<file path="config.mk">
export PLATFORM = sky130hd
export DESIGN_NAME = dds_fm_synth
export DESIGN_NICKNAME = d
export VERILOG_FILES = /design/src/rtl/dds_fm_synth.sv
export SDC_FILE = /design/constraint.sdc
export NUM_CORES = 1
export LEC_CHECK = 0
export CAP_MARGIN = 40
export CELL_PAD_IN_SITES_DETAIL_PLACEMENT = 0
export CELL_PAD_IN_SITES_GLOBAL_PLACEMENT = 2
export CORE_MARGIN = 5
export CORE_UTILIZATION = 35
export DETAILED_ROUTE_END_ITERATION = 10
export PLACE_DENSITY_LB_ADDON = 0.1
export SETUP_SLACK_MARGIN = 0.3
export SLEW_MARGIN = 5
export SYNTH_ARGS = -nofsm -noshare
export SYNTH_HDL_FRONTEND = slang
export SYNTH_SLANG_ARGS = --single-unit
</file>
<file path="constraint.sdc">
create_clock -name clk -period 2.27 [get_ports clk]
set_input_delay 0.454 -clock clk [delete_from_list [all_inputs] [get_ports clk]]
set_output_delay 0.454 -clock clk [all_outputs]
set_load 0.02 [all_outputs]
</file>
<file path="src/rtl/dds_fm_synth.sv">
// Purpose: distance-driven FM direct digital synthesiser producing 10-bit DAC samples for an R-2R ladder.
// Latency: one sample per tick (every DIV enabled cycles); a distance sample reaches mapped_tw NUM_W+2 cycles after its strobe.
// Backpressure: none; distance_valid while the mapping divider is busy is dropped, and enable=0 freezes the sample stream.
//
// Ports:
//   clk, reset_n              clock, asynchronous active-low reset
//   enable                    run the tick counter and phase accumulator
//   mode                      0 sawtooth, 1 triangle, 2 square, 3 silent (mid-scale)
//   distance, distance_valid  distance sample and its one-cycle strobe
//   tw_override_en/_override  replace the mapped tuning word as the pending word
//   amplitude, amp_valid      registered DAC sample and its update pulse
//   phase_wrap                accumulator carry-out pulse
//   busy                      mapping divider running
//   tuning_word_out           tuning word currently driving the accumulator
module dds_fm_synth #(
    parameter int PHASE_W  = 13,
    parameter int AMP_W    = 10,
    parameter int DIST_W   = 12,
    parameter int DIV      = 1,
    parameter int MIN_DIST = 400,
    parameter int MAX_DIST = 2000,
    parameter int MIN_TW   = 16,
    parameter int MAX_TW   = 128
) (
    input  logic               clk,
    input  logic               reset_n,
    input  logic               enable,
    input  logic [1:0]         mode,
    input  logic [DIST_W-1:0]  distance,
    input  logic               distance_valid,
    input  logic               tw_override_en,
    input  logic [PHASE_W-1:0] tw_override,
    output logic [AMP_W-1:0]   amplitude,
    output logic               amp_valid,
    output logic               phase_wrap,
    output logic               busy,
    output logic [PHASE_W-1:0] tuning_word_out
);

    localparam int NUM_W   = DIST_W + PHASE_W;
    localparam int DEN_INT = MAX_DIST - MIN_DIST;
    localparam int DEN_W   = $clog2(DEN_INT + 1);
    localparam int REM_W   = DEN_W + 1;
    localparam int CNT_W   = (DIV > 1) ? $clog2(DIV) : 1;
    localparam int BIT_W   = $clog2(NUM_W + 1);

    localparam logic [CNT_W-1:0]   CNT_RELOAD = CNT_W'(DIV - 1);
    localparam logic [DIST_W-1:0]  MIN_D      = DIST_W'(MIN_DIST);
    localparam logic [DIST_W-1:0]  MAX_D      = DIST_W'(MAX_DIST);
    localparam logic [NUM_W-1:0]   TW_SPAN    = NUM_W'(MAX_TW - MIN_TW);
    localparam logic [REM_W-1:0]   DEN        = REM_W'(DEN_INT);
    localparam logic [PHASE_W-1:0] MIN_TW_W   = PHASE_W'(MIN_TW);
    localparam logic [PHASE_W-1:0] MAX_TW_W   = PHASE_W'(MAX_TW);
    localparam logic [AMP_W-1:0]   MID_AMP    = AMP_W'(1) << (AMP_W - 1);
    localparam logic [BIT_W-1:0]   LAST_BIT   = BIT_W'(NUM_W - 1);

    // ---------------------------------------------------------------
    // Sample tick and phase accumulator
    // ---------------------------------------------------------------
    logic [CNT_W-1:0]   tick_cnt;
    logic [PHASE_W-1:0] phase;
    logic [PHASE_W-1:0] active_tw;
    logic [PHASE_W-1:0] mapped_tw;
    logic [PHASE_W-1:0] pending_tw;
    logic [PHASE_W:0]   phase_sum;
    logic               tick;
    logic               carry;
    logic [AMP_W-1:0]   wave;

    assign tick       = enable && (tick_cnt == '0);
    assign phase_sum  = {1'b0, phase} + {1'b0, active_tw};
    assign carry      = phase_sum[PHASE_W];
    assign pending_tw = tw_override_en ? tw_override : mapped_tw;

    // Waveform shaping from the pre-increment phase.
    always_comb begin
        wave = MID_AMP;
        case (mode)
            2'd0: wave = phase[PHASE_W-1 -: AMP_W];
            2'd1: wave = phase[PHASE_W-1] ? ~phase[PHASE_W-2 -: AMP_W]
                                          :  phase[PHASE_W-2 -: AMP_W];
            2'd2: wave = phase[PHASE_W-1] ? '0 : '1;
            default: wave = MID_AMP;
        endcase
    end

    always_ff @(posedge clk or negedge reset_n) begin
        if (!reset_n) begin
            tick_cnt   <= CNT_RELOAD;
            phase      <= '0;
            active_tw  <= MIN_TW_W;
            amplitude  <= '0;
            amp_valid  <= 1'b0;
            phase_wrap <= 1'b0;
        end else begin
            amp_valid  <= tick;
            phase_wrap <= tick && carry;
            if (enable) begin
                tick_cnt <= (tick_cnt == '0) ? CNT_RELOAD : tick_cnt - 1'b1;
            end
            if (tick) begin
                phase     <= phase_sum[PHASE_W-1:0];
                amplitude <= wave;
                // New words land only at a wrap so the waveform never jumps
                // mid-period; a zero word would never wrap, so it is replaced
                // unconditionally.
                if (carry || active_tw == '0) begin
                    active_tw <= pending_tw;
                end
            end
        end
    end

    assign tuning_word_out = active_tw;

    // ---------------------------------------------------------------
    // Distance-to-tuning-word mapping divider
    // ---------------------------------------------------------------
    typedef enum logic [1:0] {S_IDLE, S_DIVIDE, S_DONE} state_t;

    state_t            state, state_next;
    logic [BIT_W-1:0]  bit_cnt;
    logic [NUM_W-1:0]  quo;        // dividend shifts out, quotient shifts in
    logic [DEN_W-1:0]  rem;
    logic [REM_W-1:0]  trial;
    logic              q_bit;
    logic [DEN_W-1:0]  rem_next;
    logic [DIST_W-1:0] d_clamped;
    logic [NUM_W-1:0]  num_init;

    always_comb begin
        d_clamped = distance;
        if (distance < MIN_D) begin
            d_clamped = MIN_D;
        end else if (distance > MAX_D) begin
            d_clamped = MAX_D;
        end
    end

    assign num_init = NUM_W'(d_clamped - MIN_D) * TW_SPAN;
    assign trial    = {rem, quo[NUM_W-1]};
    assign q_bit    = (trial >= DEN);
    assign rem_next = q_bit ? DEN_W'(trial - DEN) : trial[DEN_W-1:0];

    always_ff @(posedge clk or negedge reset_n) begin
        if (!reset_n) begin
            state <= S_IDLE;
        end else begin
            state <= state_next;
        end
    end

    always_comb begin
        state_next = state;
        case (state)
            S_IDLE:   if (distance_valid) state_next = S_DIVIDE;
            S_DIVIDE: if (bit_cnt == LAST_BIT) state_next = S_DONE;
            S_DONE:   state_next = S_IDLE;
            default:  state_next = S_IDLE;
        endcase
    end

    always_comb begin
        busy = (state == S_DIVIDE);
    end

    always_ff @(posedge clk or negedge reset_n) begin
        if (!reset_n) begin
            bit_cnt   <= '0;
            quo       <= '0;
            rem       <= '0;
            mapped_tw <= MIN_TW_W;
        end else begin
            case (state)
                S_IDLE: begin
                    if (distance_valid) begin
                        quo     <= num_init;
                        rem     <= '0;
                        bit_cnt <= '0;
                    end
                end
                S_DIVIDE: begin
                    rem     <= rem_next;
                    quo     <= {quo[NUM_W-2:0], q_bit};
                    bit_cnt <= bit_cnt + 1'b1;
                end
                S_DONE: begin
                    // Nearer objects give a larger word, hence higher pitch.
                    mapped_tw <= MAX_TW_W - quo[PHASE_W-1:0];
                end
                default: ;
            endcase
        end
    end

endmodule

</file>
Word level (Yosys, flattened, before mapping)
Index checks and enable logic that the tools add are counted. W data, S select, Z words.

Register bits: 95. Latch bits: 0. Bits in writable memories: 0. ROM bits: 0. Output and inout bits: 26. Memories: 0.

Add/sub/neg operators: 6. Multiply operators: 1. Divide/modulo/power cells: 0. Order comparisons: 3. Equal/unequal tests: 7. Shift operators: 0. Mux-type cells: 17. Bitwise operators: 2. Reductions and logical operators: 10.

Operators by type and width (count): $pmux W25 S2 (1); $pmux W10 S3 (1); $mul A25 B3 Y21 const B (1); $mux W25 (1); $mux W12 (2); $mux W11 (2); $pmux W11 S2 (1); $mux W10 (2); $add A13 B13 Y14 (1); $logic_not A13 Y1 (1); $mux W13 (1); $sub A12 B9 Y13 const B (1); $sub A8 B13 Y13 const A (1); $ge A12 B11 Y1 const B (1); $gt A12 B11 Y1 const B (1); $lt A12 B9 Y1 const B (1); $sub A11 B11 Y11 const B (1); $not A10 Y10 (1); $pmux W5 S2 (1); $reduce_and A2 Y1 (3); $add A5 B1 Y5 const B (1); $eq A5 B5 Y1 const B (1); $mux W5 (1); $eq A2 B1 Y1 const B (2); 12 further kinds (16).

Depth between registers and ports, before layout
Word-level depth: 7. Gate-level depth with buffers: 18. Mapped depth without buffers: 18.

Worst setup path after synthesis
OpenSTA, ideal clock, no wires.

Path kind: in2reg. From: input port distance[0]. To: register quo[16]. Library setup time: 0.126 ns. Arrival time: 4.084 ns. Data required time: 2.144 ns. Setup slack: -1.940 ns. Cell stages on the path: 17. Path through: o41ai_1 -> nand2b_1 -> a41oi_1 -> a21boi_2 -> and2b_1 -> ha_1 -> nand2b_1 -> a211oi_1 -> nor4_2 -> xor2_1 -> ha_1 -> ha_1 -> or4_1 -> o22ai_1 -> o21ai_0 -> mux2i_1 -> a221o_1.

Cells in the longest elaborated chain, start to end: 7. Elaborated cells between the ends (all ways): 8.

Ends and longest elaborated chain: start: declaration (RTL line 29) `input logic [DIST_W-1:0] distance,`; $gt A12 B11 Y1 (RTL line 135) `end else if (distance > MAX_D) begin`; $mux W12 (RTL line 135); $mux W12 (*) (RTL line 133) `if (distance < MIN_D) begin`; $sub A12 B9 Y13 (*) (RTL line 140) `assign num_init = NUM_W'(d_clamped - MIN_D) * TW_SPAN;`; $mul A25 B3 Y21 (*) (RTL line 140); $mux W25 (*) (RTL line 176) `if (distance_valid) begin`; $pmux W25 S2 (*) (RTL line 174) `case (state)`; end signal: assignment (RTL line 177) `quo <= num_init;`; end signal: assignment (RTL line 184) `quo <= {quo[NUM_W-2:0], q_bit};`; end: declaration (RTL line 123) `logic [NUM_W-1:0] quo;`.

Mark *: on every way between the ends. The rest lies on a longest branch, timed or not. The select of a mux whose other input is x is not followed. A chain may end at the register's enable or synchronous reset.

Worst setup path in the final report
Same ends and word-level chain as after synthesis.

==> impl_metrics.py <==
metrics = {
    "run_status": {
        "status": "finished, violations left",
        "violations": "setup timing",
    },
    "global_route": {
        "grt_pass1_vias": 5359,
        "grt_util_all_layers_pct": 16.4,
        "antenna_found_initial": 0,
        "grt_overflow": 0,
        "grt_start_max_net_pins": 95,
        "grt_pass1_wl_um": 26800,
    },
    "setup_path": {
        "setup.worst_path.end": "quo[16]",
        "crit_fanout": 5,
        "end_kind": "register",
        "crit_type": "in2reg",
        "critPathLaunch": "distance[0]",
        "worstReg2RegStart": "tuning_word_out[8]",
        "crit_arrival_ns": 3.96,
        "regToRegSetupSlack_ns": 0.09,
        "r2r-end": "tuning_word_out[3]",
        "worstPathRequired_ns": 2.50,
        "critPathLaunchType": "input port",
        "reg2regPathDepth": 9,
    },
    "layout": {
        "drive_gt1_share_pct": 38.0,
        "final_cell_mix": "112 x buf_4, 83 x dfrtp_1, 51 x nand2_1",
        "design_area_um2": 8970,
        "final_nets": 877,
        "layout_commonest_cell": "buf_4",
        "instances_no_fill": 1027,
        "area_growth_pct": 50.1,
        "post-route-util_pct": 53.9,
        "antenna_cells": 0,
    },
    "place": {
        "port_buffers": 57,
        "place_area_um2": 7760,
        "post-place-cells": 971,
        "gp_congestion": 0.825,
        "place_hpwl_um": 11500,
    },
    "clock_tree": {
        "clk_path_buf_depth": 2,
        "path_clk_slew_ns": 0.07,
        "cts-buffers-inserted": 9,
        "tritoncts": "yes",
        "cts_hold_buffers": 0,
        "clk_latency_ns": 0.34,
        "ctsRootBufferMaster": "clkbuf_16",
        "clock_sinks": 94,
        "htree_levels": 3,
    },
    "timing": {
        "grt_setup_unrepaired": "yes",
        "hold_ws_ns": 0.154,
        "drv_slew": 0,
        "worst_pin_slew_ns": 0.541,
        "finalSetupViolations": 20,
        "slew_headroom_pct": 63.8,
        "fin_crit_ns": 3.73,
        "fin_crit_sh_pct": 164,
        "hold_viol": 0,
        "finalClockSkew_ns": 0.00634,
        "worst_slack_ns": -1.46,
        "clock.fmax_ghz": 0.268,
        "tns_ns": -16.69,
    },
    "drt": {
        "drt_iter0_drc": 230,
        "post_drt_wl_per_cell_um": 15.3,
        "postRouteAntennaNets": 0,
        "finalWirelength_um": 15800,
        "routed-via-count": 5115,
        "routed_via_density": 4.98,
        "drc": 0,
        "firstDrtPassIters": 4,
    },
    "synth": {
        "synth_cell_types": 70,
        "synthFlopType": "dfrtp_1",
        "yosysTopAreaCellShare_pct": 38.5,
        "synth_edf_count": 0,
        "synth_area_um2": 5980,
        "synth_mux_area_share_pct": 4.73,
        "synth_fa_ha_area_share_pct": 9.76,
        "synth_compound_area_share_pct": 20.6,
        "yosysSeqAreaShare_pct": 39.4,
        "synth.avg_cell_area_um2": 9.56,
        "yosys_warnings": 0,
        "synth.area.top_cells": "dfrtp_1 39%, ha_1 7.7%, xnor2_1 4.3%",
        "ys_async_sr_fraction_pct": 100,
        "synth_top_family_by_area": "compound AO/OA/AOI/OAI gates",
        "synthSimpleGateAreaFrac_pct": 15.0,
        "synth_seq_cells": 94,
        "synth_top_area_cell": "dfrtp_1",
        "synth_cells": 625,
        "synth_xor_xnor_area_share_pct": 7.18,
    },
    "floorplan": {
        "coreArea_um2": 16600,
        "fp.dieW_um": 141,
        "io_pins": 58,
        "rows": 47,
        "start_util_pct": 35.9,
        "die_y_um": 141,
        "die-area_um2": 19800,
    },
    "pwr": {
        "leakage_nw": 3.85,
        "irDropWorstVdd_v": 0.000633,
        "powerDensity_nw_per_um2": 1340,
    },
    "job": {
        "cap_violations": 0,
    },
    "min_path": {
        "hold_class": "in2async",
    },
}
area by class of cell:
type	instances	area, um^2
well taps	220	275
flip-flops and latches	94	2370
multi-input cells	486	4270
clock buffers	13	250
repair buffers	191	1690
fillers	1471	7670
inverters	20	75.1
clock inverters	3	46.3
what timing repair did:
action                     4_1_cts  5_1_grt
gates cloned                     1        0
hold endpoints to repair         0        0
setup endpoints to repair       51       47
resized for setup              144       44
pin swaps                       44       45
setup buffers                   28       11
synth_stat cells (4+ instances only):
cell type and n:
a211oi_1 14, dfrtp_1 92, nand2_1 54, and2_1 4
clkbuf_1 19, o21bai_1 4, o22ai_1 4, mux2_2 10
a22o_1 7, fa_1 6, a22oi_1 6, o31ai_1 4
a21oi_2 7, xor2_1 20, nor2b_1 5, nand3_1 7
nor2_1 62, nor4_1 5, o21a_1 9, a221o_1 7
or3_1 4, a21o_1 11, mux2i_1 17, inv_1 19
o21ai_0 45, nor3_1 11, ha_1 37, a31oi_1 4
nand2b_1 7, xnor2_1 29, and3_1 4, a21oi_1 36
cell families after synthesis:
kind of cell,Yosys count
simple gates,184
compound gates,181
flops,94
xor+xnor,49
buf+inv,46
fa+ha+maj,43
mux,27
other cells,1
routing by layer:
metal,up-vias,global-route usage (%),wire length [um]
li1,2603,-,-
met1,2433,20.8,7000
met2,61,29.2,8070
met3,18,2.61,456
met4,0,4.44,235
met5,-,0,0
report_power, final:
group | switching, mW | total (mW) | internal (mW)
Sequential | 0.710 | 3.13 | 2.42
Clock | 0.655 | 1.54 | 0.889
Combinational | 3.39 | 7.38 | 3.98
Total | 4.76 | 12.1 | 7.29
flip-flops by register name, indices dropped and copies added (netlist names):
register / count
quo: 25
mapped_tw: 13
phase: 13
tuning_word_out: 13
rem: 11
amplitude: 10
bit_cnt: 5
state: 2
amp_valid: 1
phase_wrap: 1
through the flow:
stage	setup WS, ns	total power [mW]
after floorplan	-1.56	7.31
after global placement	-1.98	9.14
after detailed placement	-2.10	9.27
after CTS	-1.51	11.8
after global routing	-1.64	13.0
final	-1.46	12.1
worst min path at each step:
stage	start	to	slack, ns	depth (start not counted)
after floorplan	reset_n	amp_valid	0.16	0
after global placement	bit_cnt[4]	bit_cnt[4]	0.47	1
after detailed placement	mapped_tw[6]	mapped_tw[6]	0.47	2
after CTS	reset_n	tuning_word_out[7]	0.18	2
after global routing	reset_n	tuning_word_out[10]	0.21	2
final	reset_n	tuning_word_out[9]	0.15	2
worst max-delay path: stages:
cell      delay [ns]
buf_8           0.10
o41ai_4         0.38
nand2b_4        0.07
a41oi_2         0.15
a21boi_4        0.23
buf_4           0.13
nand2_2         0.06
ha_4            0.17
buf_4           0.15
xnor2_4         0.21
fa_1            0.46
ha_2            0.23
or4_4           0.53
o22ai_4         0.16
o21ai_2         0.09
mux2i_1         0.12
a221o_1         0.27
(Power assumes the default switching activity.)
==> RTL edit 1, RTL diff (same flow settings) <==
Set the parameter `DIST_W` to 16 (it was 12).
--- a/src/rtl/dds_fm_synth.sv
+++ b/src/rtl/dds_fm_synth.sv
@@ -15,7 +15,7 @@
 module dds_fm_synth #(
     parameter int PHASE_W  = 13,
     parameter int AMP_W    = 10,
-    parameter int DIST_W   = 12,
+    parameter int DIST_W   = 16,
     parameter int DIV      = 1,
     parameter int MIN_DIST = 400,
     parameter int MAX_DIST = 2000,
Interface: changed (resized distance); port bits go from 58 to 62. No check against the original RTL was run, so the function may have changed too.
==> RTL edit 1 against the unedited design <==
The flow still finishes with violations (negative setup slack). Synthesized area increased by 10%. Worst setup slack got worse by 0.30 ns. Critical path type unchanged. First-iteration DRC count increased by 6.5%. Core utilization decreased by 1.9 points. Sequential cell count increased by 4. Maximum frequency decreased by 7.6%. Routed wire length increased by 12%. Cell area increased by 8.1%. Hold slack got worse by 0.050 ns. Synthesized cell count increased by 13%.
Power is not compared: it rests on default switching activity, and its combinational part moved more than twofold at a synthesized area within 25%.
==> RTL edit 1: results (changes against the unedited design) <==
status -> complete, but fails checks (unchanged)
violated checks -> negative setup slack (unchanged)
end of the critical path -> quo[20]$_DFFE_PN0P_ (was quo[16]$_DFFE_PN0P_)
Adder-Cell Fraction of Synth Area -> 10.5% (was 9.76%)
pin count of the biggest net entering global routing -> 70 (was 95)
Final Skew -> 0.00790 ns (was 0.00634 ns)
final setup margin -> -1.77 ns (was -1.46 ns)
most instantiated cells after synthesis -> dfrtp_1, nand2_1, nor2_1 (was dfrtp_1, nor2_1, nand2_1)
WL met1 -> 7.73 mm (was 7.00 mm)
number of fillers in the final layout -> 1715 (was 1471)
RD Place Congestion -> 0.820 (was 0.825)
reg2reg start -> tuning_word_out[0]$_DFFE_PN0P_ (was tuning_word_out[8]$_DFFE_PN0P_)
Yosys cell types -> 63 (was 70)
setup violators final -> 38 (was 20)
dpl ws -> -2.60 ns (was -2.10 ns)
M2 GR Usage -> 30.9% (was 29.2%)
drt pass-1 iters -> 5 (was 4)
Cell Area, Placed -> 8500 um2 (was 7760 um2)
sequential share of the synthesized area -> 37.2% (was 39.4%)
area of the multi-input gates -> 4600 um2 (was 4270 um2)
vias in the first global route -> 6004 (was 5359)
post-synthesis compound-gate area fraction -> 18.4% (was 20.6%)
met1 Use GR -> 20.6% (was 20.8%)
max reg flops -> 29 (was 25)
FF-to-FF setup slack -> -0.23 ns (was 0.09 ns)
buffers added on ports -> 61 (was 57)
vias -> 5760 (was 5115)
Vias/cell -> 5.02 (was 4.98)
Worst Tran Pin Value -> 0.590 ns (was 0.541 ns)
Tot GR Track Use -> 16.7% (was 16.4%)
layout cells sized above 1 -> 36.7% (was 38.0%)
crit path from -> distance[7] (was distance[0])
met3 WL post-DR -> 354 um (was 456 um)
Reg2Reg Capture Point -> phase[12]$_DFFE_PN0P_ (was tuning_word_out[3]$_DFFE_PN0P_)
HPWL after DPL -> 12.9 mm (was 11.5 mm)
[RTL edit 1: cell count changes in the layout (fill, tap and decap cells not counted), moves of 9 or more]
| cell | change |
|---|---|
| nor3_1 | +11 |
| buf_4 | +24 |
| nor2_1 | +9 |
| mux2i_1 | -12 |
| mux2_2 | +12 |
| nand2_1 | +12 |
| mux2_4 | +11 |
[RTL edit 1: power breakdown]
group | internal (mW) | switching (mW)
Sequential | 2.30 | 0.499
Combinational | 1.53 | 1.44
Clock | 0.780 | 0.681
Total | 4.61 | 2.62
[RTL edit 1: final cells by class]
| cell class | count | share of cell area (%) |
|---|---|---|
| clock buffers | 11 | 2.50 |
| flip-flops and latches | 98 | 25.4 |
| well taps | 234 | 3.02 |
| inverters | 27 | 1.07 |
| multi-input cells | 549 | 47.4 |
| repair buffers | 224 | 20.2 |
| clock inverters | 5 | 0.400 |
[RTL edit 1: what timing repair did]
action                     4_1_cts  5_1_grt
setup endpoints to repair       52       51
buffers inserted                25       14
pin swaps                       70       62
gates resized for setup        130       49
gates cloned                     1        0
[RTL edit 1: logic make-up after synthesis]
group	Yosys count
compound gates	183
xor+xnor	52
fa+ha+maj	51
buf+inv	63
flops	98
mux	38
other cells	2
simple gates	220
[RTL edit 1: critical path: stages]
cell	delay (ns)
dlygate4sd2_1	0.26
buf_6	0.14
nand2_1	0.10
nor2_2	0.06
o31a_1	0.32
buf_4	0.15
buf_6	0.11
and2_4	0.14
buf_6	0.11
fa_1	0.57
ha_4	0.15
inv_2	0.04
fa_2	0.38
nand2b_4	0.16
a21oi_4	0.17
o221ai_4	0.13
o211ai_1	0.23
nand4_1	0.17
a311o_1	0.34
o21a_1	0.10
==> RTL edit 2, RTL diff (same flow settings) <==
Made on the original files. Add an input register stage for `enable`, `mode`, `distance`, `distance_valid`, `tw_override_en` and `tw_override`; this delays them by one clock. Comments in the files are not updated.
--- a/src/rtl/dds_fm_synth.sv
+++ b/src/rtl/dds_fm_synth.sv
@@ -54,6 +54,22 @@
     localparam logic [AMP_W-1:0]   MID_AMP    = AMP_W'(1) << (AMP_W - 1);
     localparam logic [BIT_W-1:0]   LAST_BIT   = BIT_W'(NUM_W - 1);
 
+    logic enable_q;
+    logic [1:0] mode_q;
+    logic [DIST_W-1:0] distance_q;
+    logic distance_valid_q;
+    logic tw_override_en_q;
+    logic [PHASE_W-1:0] tw_override_q;
+
+    always_ff @(posedge clk) begin
+        enable_q         <= enable;
+        mode_q           <= mode;
+        distance_q       <= distance;
+        distance_valid_q <= distance_valid;
+        tw_override_en_q <= tw_override_en;
+        tw_override_q    <= tw_override;
+    end
+
     // ---------------------------------------------------------------
     // Sample tick and phase accumulator
     // ---------------------------------------------------------------
@@ -67,15 +83,15 @@
     logic               carry;
     logic [AMP_W-1:0]   wave;
 
-    assign tick       = enable && (tick_cnt == '0);
+    assign tick       = enable_q && (tick_cnt == '0);
     assign phase_sum  = {1'b0, phase} + {1'b0, active_tw};
     assign carry      = phase_sum[PHASE_W];
-    assign pending_tw = tw_override_en ? tw_override : mapped_tw;
+    assign pending_tw = tw_override_en_q ? tw_override_q : mapped_tw;
 
     // Waveform shaping from the pre-increment phase.
     always_comb begin
         wave = MID_AMP;
-        case (mode)
+        case (mode_q)
             2'd0: wave = phase[PHASE_W-1 -: AMP_W];
             2'd1: wave = phase[PHASE_W-1] ? ~phase[PHASE_W-2 -: AMP_W]
                                           :  phase[PHASE_W-2 -: AMP_W];
@@ -95,7 +111,7 @@
         end else begin
             amp_valid  <= tick;
             phase_wrap <= tick && carry;
-            if (enable) begin
+            if (enable_q) begin
                 tick_cnt <= (tick_cnt == '0) ? CNT_RELOAD : tick_cnt - 1'b1;
             end
             if (tick) begin
@@ -129,10 +145,10 @@
     logic [NUM_W-1:0]  num_init;
 
     always_comb begin
-        d_clamped = distance;
-        if (distance < MIN_D) begin
+        d_clamped = distance_q;
+        if (distance_q < MIN_D) begin
             d_clamped = MIN_D;
-        end else if (distance > MAX_D) begin
+        end else if (distance_q > MAX_D) begin
             d_clamped = MAX_D;
         end
     end
@@ -153,7 +169,7 @@
     always_comb begin
         state_next = state;
         case (state)
-            S_IDLE:   if (distance_valid) state_next = S_DIVIDE;
+            S_IDLE:   if (distance_valid_q) state_next = S_DIVIDE;
             S_DIVIDE: if (bit_cnt == LAST_BIT) state_next = S_DONE;
             S_DONE:   state_next = S_IDLE;
             default:  state_next = S_IDLE;
@@ -173,7 +189,7 @@
         end else begin
             case (state)
                 S_IDLE: begin
-                    if (distance_valid) begin
+                    if (distance_valid_q) begin
                         quo     <= num_init;
                         rem     <= '0;
                         bit_cnt <= '0;
Formal check against the unedited RTL: not equivalent (a bounded check fails within 4 cycles, from zero or initial values and one cycle with reset_n low).
==> RTL edit 2 against the unedited design <==
The flow still finishes with violations (negative setup slack). Combinational power is 7.0% lower. Sequential power is 15% higher. Total power increased by 9.3%. Synthesized area rose by 10%. Synthesized cell count increased by 5.3%. Core utilization is 1.3 points lower. Sequential cell count up 30. Cell area increased by 9.3%. Routed wire length increased by 13%. Worst setup slack got worse by 0.26 ns. Sequential share of layout area up 3.9 points. Critical path type is now reg -> reg. Largest power group unchanged.
==> RTL edit 2: results (changes against the unedited design) <==
Yosys cell types -> 63 (was 70)
CTS max path bufs -> 2 (unchanged)
setup violators final -> 37 (was 20)
worst skew pair latency -> 0.41 ns (was 0.34 ns)
H-Tree Depth -> 4 (was 3)
Cell Area, Placed -> 8380 um2 (was 7760 um2)
status -> complete, but fails checks (unchanged)
Max rail drop VDD -> 0.715 mV (was 0.633 mV)
Clk pin slew, worst setup/hold paths -> 0.06 ns
Biggest register -> quo (unchanged)
Post-Synthesis Cells -> 658 (was 625)
cell chosen for the clock root -> clkbuf_16 (unchanged)
Pleak -> 4.38 nW (was 3.85 nW)
global-route wire length before repair -> 28.8 mm (was 26.8 mm)
final cell count without fillers -> 1090 (was 1027)
diodes inserted -> 0 (unchanged)
Cells after DPL -> 1027 (was 971)
initial antenna violation count -> 0 (unchanged)
Crit path largest cell delay -> 0.38 ns (was 0.53 ns)
buffers added on ports -> 57 (unchanged)
Area Overhead vs Synth -> 48.5% (was 50.1%)
RD Place Congestion -> 0.841 (was 0.825)
worst min path class -> in -> async (unchanged)
pin count of the biggest net entering global routing -> 46 (was 95)
slowest CP cell -> a221oi_4 (was or4_4)
number of fillers in the final layout -> 1708 (was 1471)
drt pass-1 iters -> 6 (was 4)
Nets -> 918 (was 877)
crit-path leading delay family -> compound AO/OA/AOI/OAI gates (unchanged)
Tot GR Track Use -> 16.5% (was 16.4%)
Synth area leaders -> dfrtp_1, dfxtp_1, ha_1 (was dfrtp_1, ha_1, xnor2_1)
vias in the first global route -> 5677 (was 5359)
dpl ws -> -1.81 ns (was -2.10 ns)
Worst Tran Pin Value -> 0.631 ns (was 0.541 ns)
Final Skew -> 0.00844 ns (was 0.00634 ns)
Yosys warnings -> 0 (unchanged)
most instantiated cells after synthesis -> dfrtp_1, nand2_1, nor2_1 (was dfrtp_1, nor2_1, nand2_1)
ys async rst share -> 75.8% (was 100%)
violated checks -> negative setup slack (unchanged)
critical path peak fanout -> 4 (was 5)
Iteration-0 DRC Markers -> 147 (was 230)
NetSw -> 4.85 mW (was 4.76 mW)
final setup margin -> -1.72 ns (was -1.46 ns)
Worst Path Arrival -> 4.32 ns (was 3.96 ns)
Vias/cell -> 5.03 (was 4.98)
HPWL after DPL -> 12.5 mm (was 11.5 mm)
hold slack final -> 0.00508 ns (was 0.154 ns)
post-DR wirelength/cell -> 16.3 um (was 15.3 um)
sequential share of the synthesized area -> 44.8% (was 39.4%)
max reg flops -> 25 (unchanged)
layout cells sized above 1 -> 36.7% (was 38.0%)
CTS buffer count -> 17 (was 9)
-- RTL edit 2: per-stage QoR --
stage	power, mW	TNS (ns)
after global routing	14.1	-26.31
after global placement	9.07	-21.84
after CTS	12.6	-21.40
after detailed placement	9.23	-23.63
after floorplan	7.18	-13.59
final	13.2	-21.72
-- RTL edit 2: power groups by stage --
stage / Sequential [mW] / Combinational [mW] / Clock (mW)
floorplan: 3.67 / 3.51 / 0
global placement: 3.57 / 5.50 / 0
detailed placement: 3.59 / 5.64 / 0
CTS: 3.57 / 6.27 / 2.80
global route: 3.69 / 7.50 / 2.91
finish: 3.59 / 6.86 / 2.73
-- RTL edit 2: cells by family (layout without fill, tap and decap cells) --
kind of cell | Yosys count | count (layout) | synth area share, %
compound gates | 164 | 164 | 16.6
xor+xnor | 46 | 46 | 6.10
fa+ha+maj | 43 | 43 | 8.83
buf+inv | 51 | 248 | 3.47
flops | 124 | 124 | 44.8
mux | 37 | 37 | 6.73
other cells | 1 | 2 | 0.0568
simple gates | 192 | 192 | 13.4
-- RTL edit 2: path summary, 6_finish.rpt --
| check | start | endpoint | depth (start not counted) |
|---|---|---|---|
| max in group asynchronous | reset_n | quo[17]$_DFFE_PN0P_ | 2 |
| worst max-delay path | distance_q[0]$_DFF_P_ | quo[17]$_DFFE_PN0P_ | 20 |
| worst min-delay path | reset_n | phase[2]$_DFFE_PN0P_ | 1 |
| worst max register to register | distance_q[0]$_DFF_P_ | quo[17]$_DFFE_PN0P_ | 20 |
| worst min register to register | mapped_tw[2]$_DFFE_PN0N_ | mapped_tw[2]$_DFFE_PN0N_ | 2 |
| min in group clk | mapped_tw[2]$_DFFE_PN0N_ | mapped_tw[2]$_DFFE_PN0N_ | 2 |
-- RTL edit 2: layout make-up --
class | instances | area share (%)
inverter | 22 | 0.868
sequential | 124 | 30.2
multi-input combinational | 484 | 42.4
tap | 234 | 2.99
timing repair buffer | 194 | 17.4
clock inverter | 10 | 1.16
clock buffer | 22 | 4.94
-- RTL edit 2: routing by layer --
metal	vias to the layer above	global-route usage (%)	part of all wire, %
li1	2705	-	-
met1	2680	20.0	43
met2	77	28.8	53
met3	22	3.30	2.3
met4	0	6.94	2.5
met5	-	0	0
-- RTL edit 2: repair_timing --
action                                  CTS  global route
gates resized for setup                  88            57
pin swaps                                34            48
buffers inserted                         15            15
gates cloned                              1             0
endpoints found under the setup margin   54            45
